===== config.mk =====
export PLATFORM = sky130hd
export DESIGN_NAME = gcd_requester_flat
export DESIGN_NICKNAME = d
export VERILOG_FILES = /design/src/rtl/gcd_pkg.sv /design/src/rtl/gcd_requester_if.sv /design/src/rtl/gcd_timeout_cnt.sv /design/src/rtl/gcd_requester.sv /design/src/flat_wrapper.sv
export SDC_FILE = /design/constraint.sdc
export NUM_CORES = 1
export LEC_CHECK = 0
export ABC_CLOCK_PERIOD_IN_PS = 3400
export BUFFER_PORTS_ARGS = -buffer_cell sky130_fd_sc_hd__buf_2
export CAP_MARGIN = 20
export CORE_MARGIN = 2
export CORE_UTILIZATION = 40
export DETAILED_ROUTE_END_ITERATION = 16
export GPL_ROUTABILITY_DRIVEN = 0
export GPL_TIMING_DRIVEN = 1
export PLACE_DENSITY_LB_ADDON = 0.12
export SKIP_LAST_GASP = 1
export SYNTH_ARGS = -nofsm -noshare
export SYNTH_HDL_FRONTEND = slang
export SYNTH_SLANG_ARGS = --single-unit

===== constraint.sdc =====
create_clock -name clk -period 3.4 [get_ports clk]
set_clock_uncertainty 0.2 [all_clocks]
set_input_delay 0.34 -clock clk [delete_from_list [all_inputs] [get_ports clk]]
set_output_delay 0.34 -clock clk [all_outputs]
set_load 0.005 [all_outputs]

===== src/rtl/gcd_pkg.sv =====
// Shared types and constants for the gcd requester and its timeout counter.
package gcd_pkg;
  localparam int DATA_W         = 32;
  // Worst-case Euclid iteration count for 32-bit operands.
  localparam int GCD_WORST_ITER = 47;

  typedef enum logic [2:0] {
    IDLE,
    ISSUE,
    WAIT,
    RESP,
    RECOVER
  } state_e;
endpackage


===== src/rtl/gcd_requester_if.sv =====
// Operand stream, result stream and gcd core start/done bundle.
interface gcd_requester_if #(
  parameter int DATA_W = gcd_pkg::DATA_W
);
  logic              in_valid;
  logic              in_ready;
  logic [DATA_W-1:0] in_a;
  logic [DATA_W-1:0] in_b;
  logic              out_valid;
  logic              out_ready;
  logic [DATA_W-1:0] out_gcd;
  logic              out_err;
  logic [DATA_W-1:0] gcd_opa;
  logic [DATA_W-1:0] gcd_opb;
  logic              gcd_start;
  logic              gcd_reset;
  logic [DATA_W-1:0] gcd_result;
  logic              gcd_done;

  modport master (
    input  in_valid, in_a, in_b, out_ready, gcd_result, gcd_done,
    output in_ready, out_valid, out_gcd, out_err,
           gcd_opa, gcd_opb, gcd_start, gcd_reset
  );

  modport slave (
    output in_valid, in_a, in_b, out_ready, gcd_result, gcd_done,
    input  in_ready, out_valid, out_gcd, out_err,
           gcd_opa, gcd_opb, gcd_start, gcd_reset
  );
endinterface


===== src/rtl/gcd_timeout_cnt.sv =====
// Clear/enable counter; tc flags the last allowed cycle before TERM is reached.
module gcd_timeout_cnt #(
  parameter int TERM = 64,
  parameter int W    = $clog2(TERM + 1)
) (
  input  logic         clk,
  input  logic         reset,
  input  logic         clr,
  input  logic         en,
  output logic [W-1:0] cnt,
  output logic         tc
);
  always_ff @(posedge clk or posedge reset) begin
    if (reset)                          cnt <= '0;
    else if (clr)                       cnt <= '0;
    else if (en && (cnt != W'(TERM)))   cnt <= cnt + W'(1);
  end

  assign tc = (cnt == W'(TERM - 1));
endmodule


===== src/rtl/gcd_requester.sv =====
// Issues operand pairs to a gcd core with start/done, bypasses b==0 and
// aborts with an error result (plus a core reset pulse) if done never comes.
module gcd_requester
  import gcd_pkg::*;
#(
  parameter int DATA_W  = gcd_pkg::DATA_W,
  parameter int TIMEOUT = 64,
  localparam int TO_W   = $clog2(TIMEOUT + 1)
) (
  input  logic            clk,
  input  logic            reset,
  gcd_requester_if.master bus
);
  if (TIMEOUT < GCD_WORST_ITER + 3) begin : g_bad_timeout
    $error("gcd_requester: TIMEOUT must cover the worst-case core latency");
  end
  if (DATA_W != gcd_pkg::DATA_W) begin : g_bad_width
    $error("gcd_requester: DATA_W must match the gcd core width");
  end

  state_e          state;
  logic [TO_W-1:0] cnt;
  logic            tc;
  logic            first_wait;

  gcd_timeout_cnt #(.TERM(TIMEOUT), .W(TO_W)) u_cnt (
    .clk   (clk),
    .reset (reset),
    .clr   (state == ISSUE),
    .en    (state == WAIT),
    .cnt   (cnt),
    .tc    (tc)
  );

  // Core clears done on the start edge, but the level seen in the first
  // WAIT cycle may still be the previous op's.
  assign first_wait = (cnt == '0);

  always_ff @(posedge clk or posedge reset) begin
    if (reset) begin
      state         <= IDLE;
      bus.in_ready  <= 1'b0;
      bus.out_valid <= 1'b0;
      bus.out_gcd   <= '0;
      bus.out_err   <= 1'b0;
      bus.gcd_opa   <= '0;
      bus.gcd_opb   <= '0;
      bus.gcd_start <= 1'b0;
      bus.gcd_reset <= 1'b0;
    end else begin
      bus.gcd_start <= 1'b0;
      bus.gcd_reset <= 1'b0;
      unique case (state)
        IDLE: begin
          bus.in_ready <= 1'b1;
          if (bus.in_valid && bus.in_ready) begin
            bus.in_ready <= 1'b0;
            if (bus.in_b == '0) begin
              bus.out_gcd   <= bus.in_a;
              bus.out_err   <= 1'b0;
              bus.out_valid <= 1'b1;
              state         <= RESP;
            end else begin
              bus.gcd_opa   <= bus.in_a;
              bus.gcd_opb   <= bus.in_b;
              bus.gcd_start <= 1'b1;
              state         <= ISSUE;
            end
          end
        end
        ISSUE: state <= WAIT;
        WAIT: begin
          if (bus.gcd_done && !first_wait) begin
            bus.out_gcd   <= bus.gcd_result;
            bus.out_err   <= 1'b0;
            bus.out_valid <= 1'b1;
            state         <= RESP;
          end else if (tc) begin
            bus.out_gcd   <= '0;
            bus.out_err   <= 1'b1;
            bus.gcd_reset <= 1'b1;
            state         <= RECOVER;
          end
        end
        RECOVER: begin
          bus.out_valid <= 1'b1;
          state         <= RESP;
        end
        RESP: begin
          if (bus.out_ready) begin
            bus.out_valid <= 1'b0;
            bus.in_ready  <= 1'b1;
            state         <= IDLE;
          end
        end
        default: state <= IDLE;
      endcase
    end
  end
endmodule


===== src/flat_wrapper.sv =====
// flat-port wrapper written by rule: the top's interface ports become plain ports
module gcd_requester_flat import gcd_pkg::*;
#(
  parameter int DATA_W  = gcd_pkg::DATA_W,
  parameter int TIMEOUT = 64,
  localparam int TO_W   = $clog2(TIMEOUT + 1)
)
  (clk, reset, bus_in_valid, bus_in_a, bus_in_b, bus_out_ready, bus_gcd_result, bus_gcd_done, bus_in_ready, bus_out_valid, bus_out_gcd, bus_out_err, bus_gcd_opa, bus_gcd_opb, bus_gcd_start, bus_gcd_reset);
  gcd_requester_if #(.DATA_W(DATA_W)) bus_i ();
  input  logic clk;
  input  logic reset;
  input wire logic [$bits(bus_i.in_valid)-1:0] bus_in_valid;
  input wire logic [$bits(bus_i.in_a)-1:0] bus_in_a;
  input wire logic [$bits(bus_i.in_b)-1:0] bus_in_b;
  input wire logic [$bits(bus_i.out_ready)-1:0] bus_out_ready;
  input wire logic [$bits(bus_i.gcd_result)-1:0] bus_gcd_result;
  input wire logic [$bits(bus_i.gcd_done)-1:0] bus_gcd_done;
  output wire logic [$bits(bus_i.in_ready)-1:0] bus_in_ready;
  output wire logic [$bits(bus_i.out_valid)-1:0] bus_out_valid;
  output wire logic [$bits(bus_i.out_gcd)-1:0] bus_out_gcd;
  output wire logic [$bits(bus_i.out_err)-1:0] bus_out_err;
  output wire logic [$bits(bus_i.gcd_opa)-1:0] bus_gcd_opa;
  output wire logic [$bits(bus_i.gcd_opb)-1:0] bus_gcd_opb;
  output wire logic [$bits(bus_i.gcd_start)-1:0] bus_gcd_start;
  output wire logic [$bits(bus_i.gcd_reset)-1:0] bus_gcd_reset;
  assign bus_i.in_valid = bus_in_valid;
  assign bus_i.in_a = bus_in_a;
  assign bus_i.in_b = bus_in_b;
  assign bus_i.out_ready = bus_out_ready;
  assign bus_i.gcd_result = bus_gcd_result;
  assign bus_i.gcd_done = bus_gcd_done;
  assign bus_in_ready = bus_i.in_ready;
  assign bus_out_valid = bus_i.out_valid;
  assign bus_out_gcd = bus_i.out_gcd;
  assign bus_out_err = bus_i.out_err;
  assign bus_gcd_opa = bus_i.gcd_opa;
  assign bus_gcd_opb = bus_i.gcd_opb;
  assign bus_gcd_start = bus_i.gcd_start;
  assign bus_gcd_reset = bus_i.gcd_reset;
  gcd_requester #(.DATA_W(DATA_W), .TIMEOUT(TIMEOUT)) u_core (.clk(clk), .reset(reset), .bus(bus_i));
endmodule

==> flow_metrics.py, run 1 <==
metrics = {
    "outcome": {
        "status": "finished, final reports clean",
    },
    "grt": {
        "antenna_found_initial": 0,
        "overflow": 0,
        "grt_max_degree": 69,
        "grt_usage_pct": 17.8,
        "grt_pass1_vias": 3583,
        "grt_pass1_wl_um": 18200,
    },
    "yosys": {
        "synth.most_common_cell": "dfrtp_1",
        "synth_top_flop_cell": "dfrtp_1",
        "ys_seq_elements": 111,
        "synth_nets": 510,
        "synthCells": 407,
        "post_synth.cell_area_avg_um2": 12.0,
        "synth_cell_types": 38,
        "netlist_top_cells_area": "dfrtp_1, mux2_2, nand2_1, o21ai_0, buf_2",
        "async_flop_share_pct": 100,
        "synth_enable_flop_cells": 0,
        "synth-seq-area-share_pct": 57.0,
        "syn_area_um2": 4870,
        "netlist.area_leader.share_pct": 57.0,
        "yosysTopAreaCell": "dfrtp_1",
        "yosys_warnings": 0,
        "synth_common_cells": "dfrtp_1, mux2_2, nand2_1, o21ai_0, buf_2",
    },
    "worst_setup_path": {
        "worst-path-buf-inv": 1,
        "max_stage_delay_ps": 550,
        "worstPathArrival_ps": 2610,
        "r2r_slack_ps": 820,
        "critPathSlowestCell": "or4_1",
        "required_ps": 3430,
        "crit_type": "flop to flop",
        "cp-start-kind": "flop",
        "r2r_start": "u_core.u_cnt.cnt[3]$_DFFE_PP0P_",
        "endpoint_kind": "flop",
        "path_max_fanout": 33,
        "crit_chain": "or4_1, o21ai_1, a21oi_1, a21oi_4, buf_4, mux2_2",
        "critPathTopFamily": "simple AND/OR/NAND/NOR gates",
        "reg2reg_to": "u_core.bus.out_gcd[16]$_DFFE_PP0P_",
        "ff2ff_path_depth": 6,
    },
    "finish": {
        "antenna_cells": 0,
        "nets": 707,
        "multi_input_area_um2": 1960,
        "syn_to_final_growth_pct": 29.8,
        "seq_area_um2": 2780,
        "drive_gt1_share_pct": 53.5,
        "fill_cells": 1057,
    },
    "worst_hold_path": {
        "holdCritPathClass": "input port to flop",
        "worstHoldStart": "bus_in_a[31]",
        "worst_hold_path.endpoint": "u_core.bus.gcd_opa[31]$_DFFE_PP0P_",
        "hold-path-cell-count": 2,
    },
    "power_and_ir_drop": {
        "p_sw_uw": 1850,
        "ir_drop_v": 0.000350,
        "p_sw_share_pct": 33.6,
        "p_per_area_nw_per_um2": 872,
        "seq_power_share_pct": 40.8,
        "cellLeakagePower_uw": 0.00313,
        "combPwrFrac_pct": 41.8,
        "power.internal_uw": 3670,
        "p_clk_share_pct": 17.4,
    },
    "clock_network": {
        "clk_pin_slew_ps": 70,
        "insertion_delay_ps": 350,
        "numCtsBuffers": 9,
        "cts.sink_count": 111,
        "cts_max_path_buffers": 2,
        "htreeDepth": 3,
        "root_buffer": "clkbuf_16",
        "cts_tree": "built",
        "cts_resized": 0,
    },
    "timing": {
        "maxSlewHeadroom_pct": 45.1,
        "finalCritPeriodShare_pct": 75.8,
        "fin_crit_ps": 2580,
        "rsz0062_at_grt": "no",
        "finalSetupTns_ps": 0,
        "max_freq_ghz": 0.388,
        "slew_violations": 0,
        "hold_viol_final": 0,
        "setup_ws_ps": 821,
        "worst_pin_slew_ps": 822,
        "setup_viol": 0,
    },
    "floorplan": {
        "initial_core_util_pct": 40.7,
        "dieArea_um2": 13100,
        "rows": 40,
        "coreArea_um2": 12000,
        "ios": 202,
        "die_y_um": 114,
        "die_w_um": 114,
    },
    "detailed_routing": {
        "drc": 0,
        "vias": 3769,
        "ant_nets": 0,
        "viasPerCell": 5.00,
        "routed_wirelength_um": 11600,
        "first_pass_iters": 4,
        "drt-wirelength-per-cell_um": 15.4,
        "drt-initial-drc-count": 185,
    },
    "job": {
        "cap_violations": 0,
    },
    "placement": {
        "dp_hpwl_um": 8750,
        "io_buffers": 201,
        "pre_cts_ws_ps": 804,
    },
}
==> registers in the layout (all words and copies together) (netlist names) <==
name / count
u_core.bus.in_ready: 1
u_core.bus.gcd_start: 1
u_core.state: 3
u_core.bus.out_gcd: 32
u_core.bus.gcd_reset: 1
u_core.bus.gcd_opb: 32
u_core.bus.out_valid: 1
u_core.bus.gcd_opa: 32
u_core.bus.out_err: 1
u_core.u_cnt.cnt: 7
==> layout by cell type, fill, tap and decap left out, types with 2 or more instances in the layout <==
master and count:
inv_1 4, a221o_1 2, buf_12 3, nand4_1 2
clkbuf_16 9, clkinv_4 2, nor2_1 12, buf_4 5
xor2_1 2, ha_1 2, o21ai_0 35, a21oi_1 6
clkinvlp_4 3, buf_2 201, nor4_1 9, xnor2_1 3
dfrtp_1 111, nand2b_1 2, nor2b_1 3, nand3_1 3
nor3_1 3, mux2_2 95, nand2_1 70, or3_1 2
==> worst reg2reg max path: stages (launching register included) <==
cell,delay [ps]
dfrtp_1,420
or4_1,550
o21ai_1,210
a21oi_1,130
a21oi_4,130
buf_4,410
mux2_2,410
==> through the flow <==
| step | utilization (%) | total power [uW] | instance area (um^2) | std cells | hold slack [ps] |
|---|---|---|---|---|---|
| 3_3_place_gp | 50.6 | 4550 | 6050 | 739 | 150 |
| 2_1_floorplan | - | 3650 | 4880 | 407 | 274 |
| 4_1_cts | 52.9 | 5600 | 6320 | 754 | 25.8 |
| 6_report | 52.9 | 5520 | 6320 | 754 | 38.7 |
| 5_1_grt | 52.9 | 5930 | 6320 | 754 | 29.7 |
| 3_5_place_dp | 50.6 | 4630 | 6050 | 739 | 148 |
==> kinds of logic (layout without fill, tap and decap cells) <==
family,after synthesis,after routing,share of synthesized area (%)
buf+inv,29,229,2.95
xor+xnor,5,5,0.899
fa+ha+maj,2,2,0.513
compound gates,51,51,5.91
mux,96,96,22.2
simple gates,113,113,10.6
flops,111,111,57.0
==> routing by layer <==
layer | up-vias | track usage (%) | wire [um]
met5 | - | 0 | 0
met4 | 0 | 6.10 | 162
met3 | 12 | 3.60 | 637
met2 | 116 | 29.0 | 5510
met1 | 1834 | 23.9 | 5330
li1 | 1807 | - | -
==> how the worst max path moves through the flow <==
stage / startpoint / end / slack, ps / cells past startpoint
2_1_floorplan: u_core.u_cnt.cnt[3]$_DFFE_PP0P_ / u_core.bus.out_gcd[19]$_DFFE_PP0P_ / 1150 / 6
3_3_place_gp: bus_in_b[4] / u_core.bus.gcd_opa[9]$_DFFE_PP0P_ / 820 / 6
3_5_place_dp: bus_in_b[4] / u_core.bus.gcd_opb[12]$_DFFE_PP0P_ / 800 / 6
4_1_cts: u_core.u_cnt.cnt[3]$_DFFE_PP0P_ / u_core.bus.out_gcd[17]$_DFFE_PP0P_ / 820 / 6
5_1_grt: u_core.u_cnt.cnt[3]$_DFFE_PP0P_ / u_core.bus.out_gcd[25]$_DFFE_PP0P_ / 670 / 6
6_report: u_core.u_cnt.cnt[3]$_DFFE_PP0P_ / u_core.bus.out_gcd[16]$_DFFE_PP0P_ / 820 / 6
==> cell type report <==
| cell class | count | share of cell area (%) |
|---|---|---|
| well taps | 147 | 2.91 |
| inverters | 5 | 0.356 |
| clock buffers | 9 | 3.56 |
| repair buffers | 210 | 17.6 |
| flip-flops and latches | 111 | 43.9 |
| multi-input cells | 267 | 31.0 |
| clock inverters | 5 | 0.594 |
==> repair_timing <==
action,CTS,global route
setup buffers,0,0
hold endpoints to repair,14,0
hold buffers,1,0
==> power groups by stage <==
stage	logic (uW)	clock network (uW)	registers, uW
after detailed placement	2350	0	2270
after global placement	2300	0	2250
after global routing	2560	1050	2330
after CTS	2360	988	2260
final	2310	962	2250
after floorplan	1350	0	2300
(Power assumes the default switching activity.)
==> run 2: changes to the inputs <==
ABC_CLOCK_PERIOD_IN_PS = 2280   (was 3400)
clock period = 2.28 ns   (was 3.4 ns; I/O delays follow)
==> run 2 against run 1 <==
  * Count of clock-buffer cells in the layout up 2
  * Global-route usage up 1.8 points
  * Wire length up 20%
  * Flip-flop and latch count unchanged
  * Register-to-register slack worse by 780 ps
  * Core utilization up 8.7 points
  * Worst setup slack worse by 800 ps
  * Sequential share of layout area down 6.2 points
  * Non-clock buffer count up 88
  * Combinational power up 72%
  * Clock power up 65%
==> flow_metrics.py, run 2 (synthesis gave the netlist of run 1 again) <==
metrics = {
    "detailed_routing": {
        "drc": 0,
        "drt-wirelength-per-cell_um": 16.5,
        "vias": 4169,
        "routed_wirelength_um": 13900,
        "drt-initial-drc-count": 185,
        "viasPerCell": 4.94,
        "ant_nets": 0,
        "first_pass_iters": 4,
    },
    "grt": {
        "grt_max_degree": 57,
        "overflow": 0,
        "grt_pass1_wl_um": 19800,
        "grt_usage_pct": 19.7,
        "antenna_found_initial": 0,
        "met1_usage_pct": 24.5,
        "top_usage_layer": "met2",
        "use_met2_pct": 33.3,
        "gr-usage-met3_pct": 4.66,
        "grt_pass1_vias": 4043,
    },
    "worst_setup_path": {
        "crit_chain": "dlygate4sd3_1, buf_2, nor4_2, nand4_1, buf_4, o21ai_4, buf_12, clkbuf_16, mux2_2",
        "worstPathArrival_ps": 2300,
        "endpoint_kind": "flop",
        "required_ps": 2320,
        "path_max_fanout": 9,
        "crit_type": "input port to flop",
        "max_stage_delay_ps": 540,
        "cp-start-kind": "input port",
        "critPathSlowestCell": "dlygate4sd3_1",
    },
    "power_and_ir_drop": {
        "finalPower_uw": 8930,
        "cellLeakagePower_uw": 0.00361,
        "p_per_area_nw_per_um2": 1210,
        "ir_drop_v": 0.000544,
    },
    "clock_network": {
        "cts_tree": "built",
        "cts.sink_count": 111,
        "insertion_delay_ps": 350,
        "htreeDepth": 3,
        "numCtsBuffers": 9,
        "root_buffer": "clkbuf_16",
        "cts_max_path_buffers": 2,
        "clk_pin_slew_ps": 70,
    },
    "timing": {
        "worst_pin_slew_ps": 518,
        "maxSlewHeadroom_pct": 65.4,
        "max_freq_ghz": 0.442,
        "hold_slack_ps": 3.33,
        "hold_viol_final": 0,
        "fin_crit_ps": 2260,
        "finalCritPeriodShare_pct": 99.2,
        "rsz0062_at_grt": "yes",
        "setup_viol": 0,
        "setup_ws_ps": 18.5,
        "slew_violations": 0,
    },
    "placement": {
        "placedInstanceArea_um2": 6210,
        "io_buffers": 201,
        "pre_cts_ws_ps": 21.7,
        "dp_hpwl_um": 8950,
    },
    "finish": {
        "final_util_pct": 61.6,
        "drive_gt1_share_pct": 51.2,
        "mostFrequentLayoutCells": "buf_2, dfrtp_1, mux2_2",
        "syn_to_final_growth_pct": 51.1,
        "antenna_cells": 0,
        "nets": 795,
        "layout_commonest_cell": "buf_2",
        "finish.instance_area_um2": 7370,
        "top_regs": "u_core.bus.gcd_opa: 32 flops, u_core.bus.gcd_opb: 32 flops, u_core.bus.out_gcd: 32 flops",
    },
    "floorplan": {
        "initial_core_util_pct": 40.7,
        "coreArea_um2": 12000,
        "dieArea_um2": 13100,
        "ios": 202,
        "rows": 40,
        "die_w_um": 114,
        "die_y_um": 114,
    },
    "outcome": {
        "status": "finished, final reports clean",
    },
    "job": {
        "cap_violations": 0,
    },
    "worst_hold_path": {
        "holdCritPathClass": "input port to flop",
    },
}
## run 2: cell count changes in the layout (fill, tap and decap cells not counted), sizes merged
cell,before,now
dlygate4sd3,1,65
buf,209,229
clkbuf,9,15
bufinv,0,1
clkinv,3,2
clkinvlp,3,2
inv,4,5
## run 2: cell type report
cell class                 instances  area, um^2
clock buffer                      11         243
tap                              147         184
sequential                       111        2780
inverter                           5        22.5
fill                             995        4600
clock inverter                     5        56.3
timing repair buffer             298        2080
multi-input combinational        267        2010
## run 2: critical path, delay by kind of cell
family	cells	cell delay, ps
AOI/OAI and AO/OA	1	160
buffers and inverters	5	1220
and+or+nand+nor	2	330
muxes	1	350
## run 2: worst paths after layout
| path | from | depth (start not counted) | slack [ps] | end |
|---|---|---|---|---|
| worst max-delay path | bus_in_b[30] | 9 | 20 | u_core.bus.gcd_opb[16]$_DFFE_PP0P_ |
| worst min-delay path | bus_in_valid | 3 | 3 | u_core.state[0]$_DFFE_PP0P_ |
| worst max register to register | u_core.u_cnt.cnt[2]$_DFFE_PP0P_ | 6 | 40 | u_core.bus.out_gcd[19]$_DFFE_PP0P_ |
| worst min register to register | u_core.bus.out_err$_DFFE_PP0P_ | 1 | 280 | u_core.bus.out_err$_DFFE_PP0P_ |
| max in group asynchronous | reset | 4 | 970 | u_core.u_cnt.cnt[3]$_DFFE_PP0P_ |
| min in group asynchronous | reset | 3 | 260 | u_core.bus.gcd_opa[24]$_DFFE_PP0P_ |
## run 2: stage by stage
| step | setup TNS, ps | cells |
|---|---|---|
| 2_1_floorplan | 0 | 407 |
| 6_report | 0 | 844 |
| 3_3_place_gp | 0 | 755 |
| 5_1_grt | -1260 | 844 |
| 4_1_cts | 0 | 836 |
| 3_5_place_dp | 0 | 755 |
## run 2: power by group
part / switching (uW) / internal, uW / total [uW]
Combinational: 1790 / 2200 / 3980
Clock: 712 / 883 / 1590
Sequential: 459 / 2890 / 3350
## run 2: what timing repair did
action	CTS	global route
endpoints found under the setup margin	0	97
gates resized for setup	0	11
buffers inserted	0	2
hold buffers	65	0
hold endpoints to repair	80	0
## run 2: metal layers
layer	up-vias	wire [um]	share of wire [%]
met5	-	0	0
met4	0	227	1.6
met3	19	694	5.0
met2	146	6830	49
met1	2027	6190	44
li1	1977	-	-
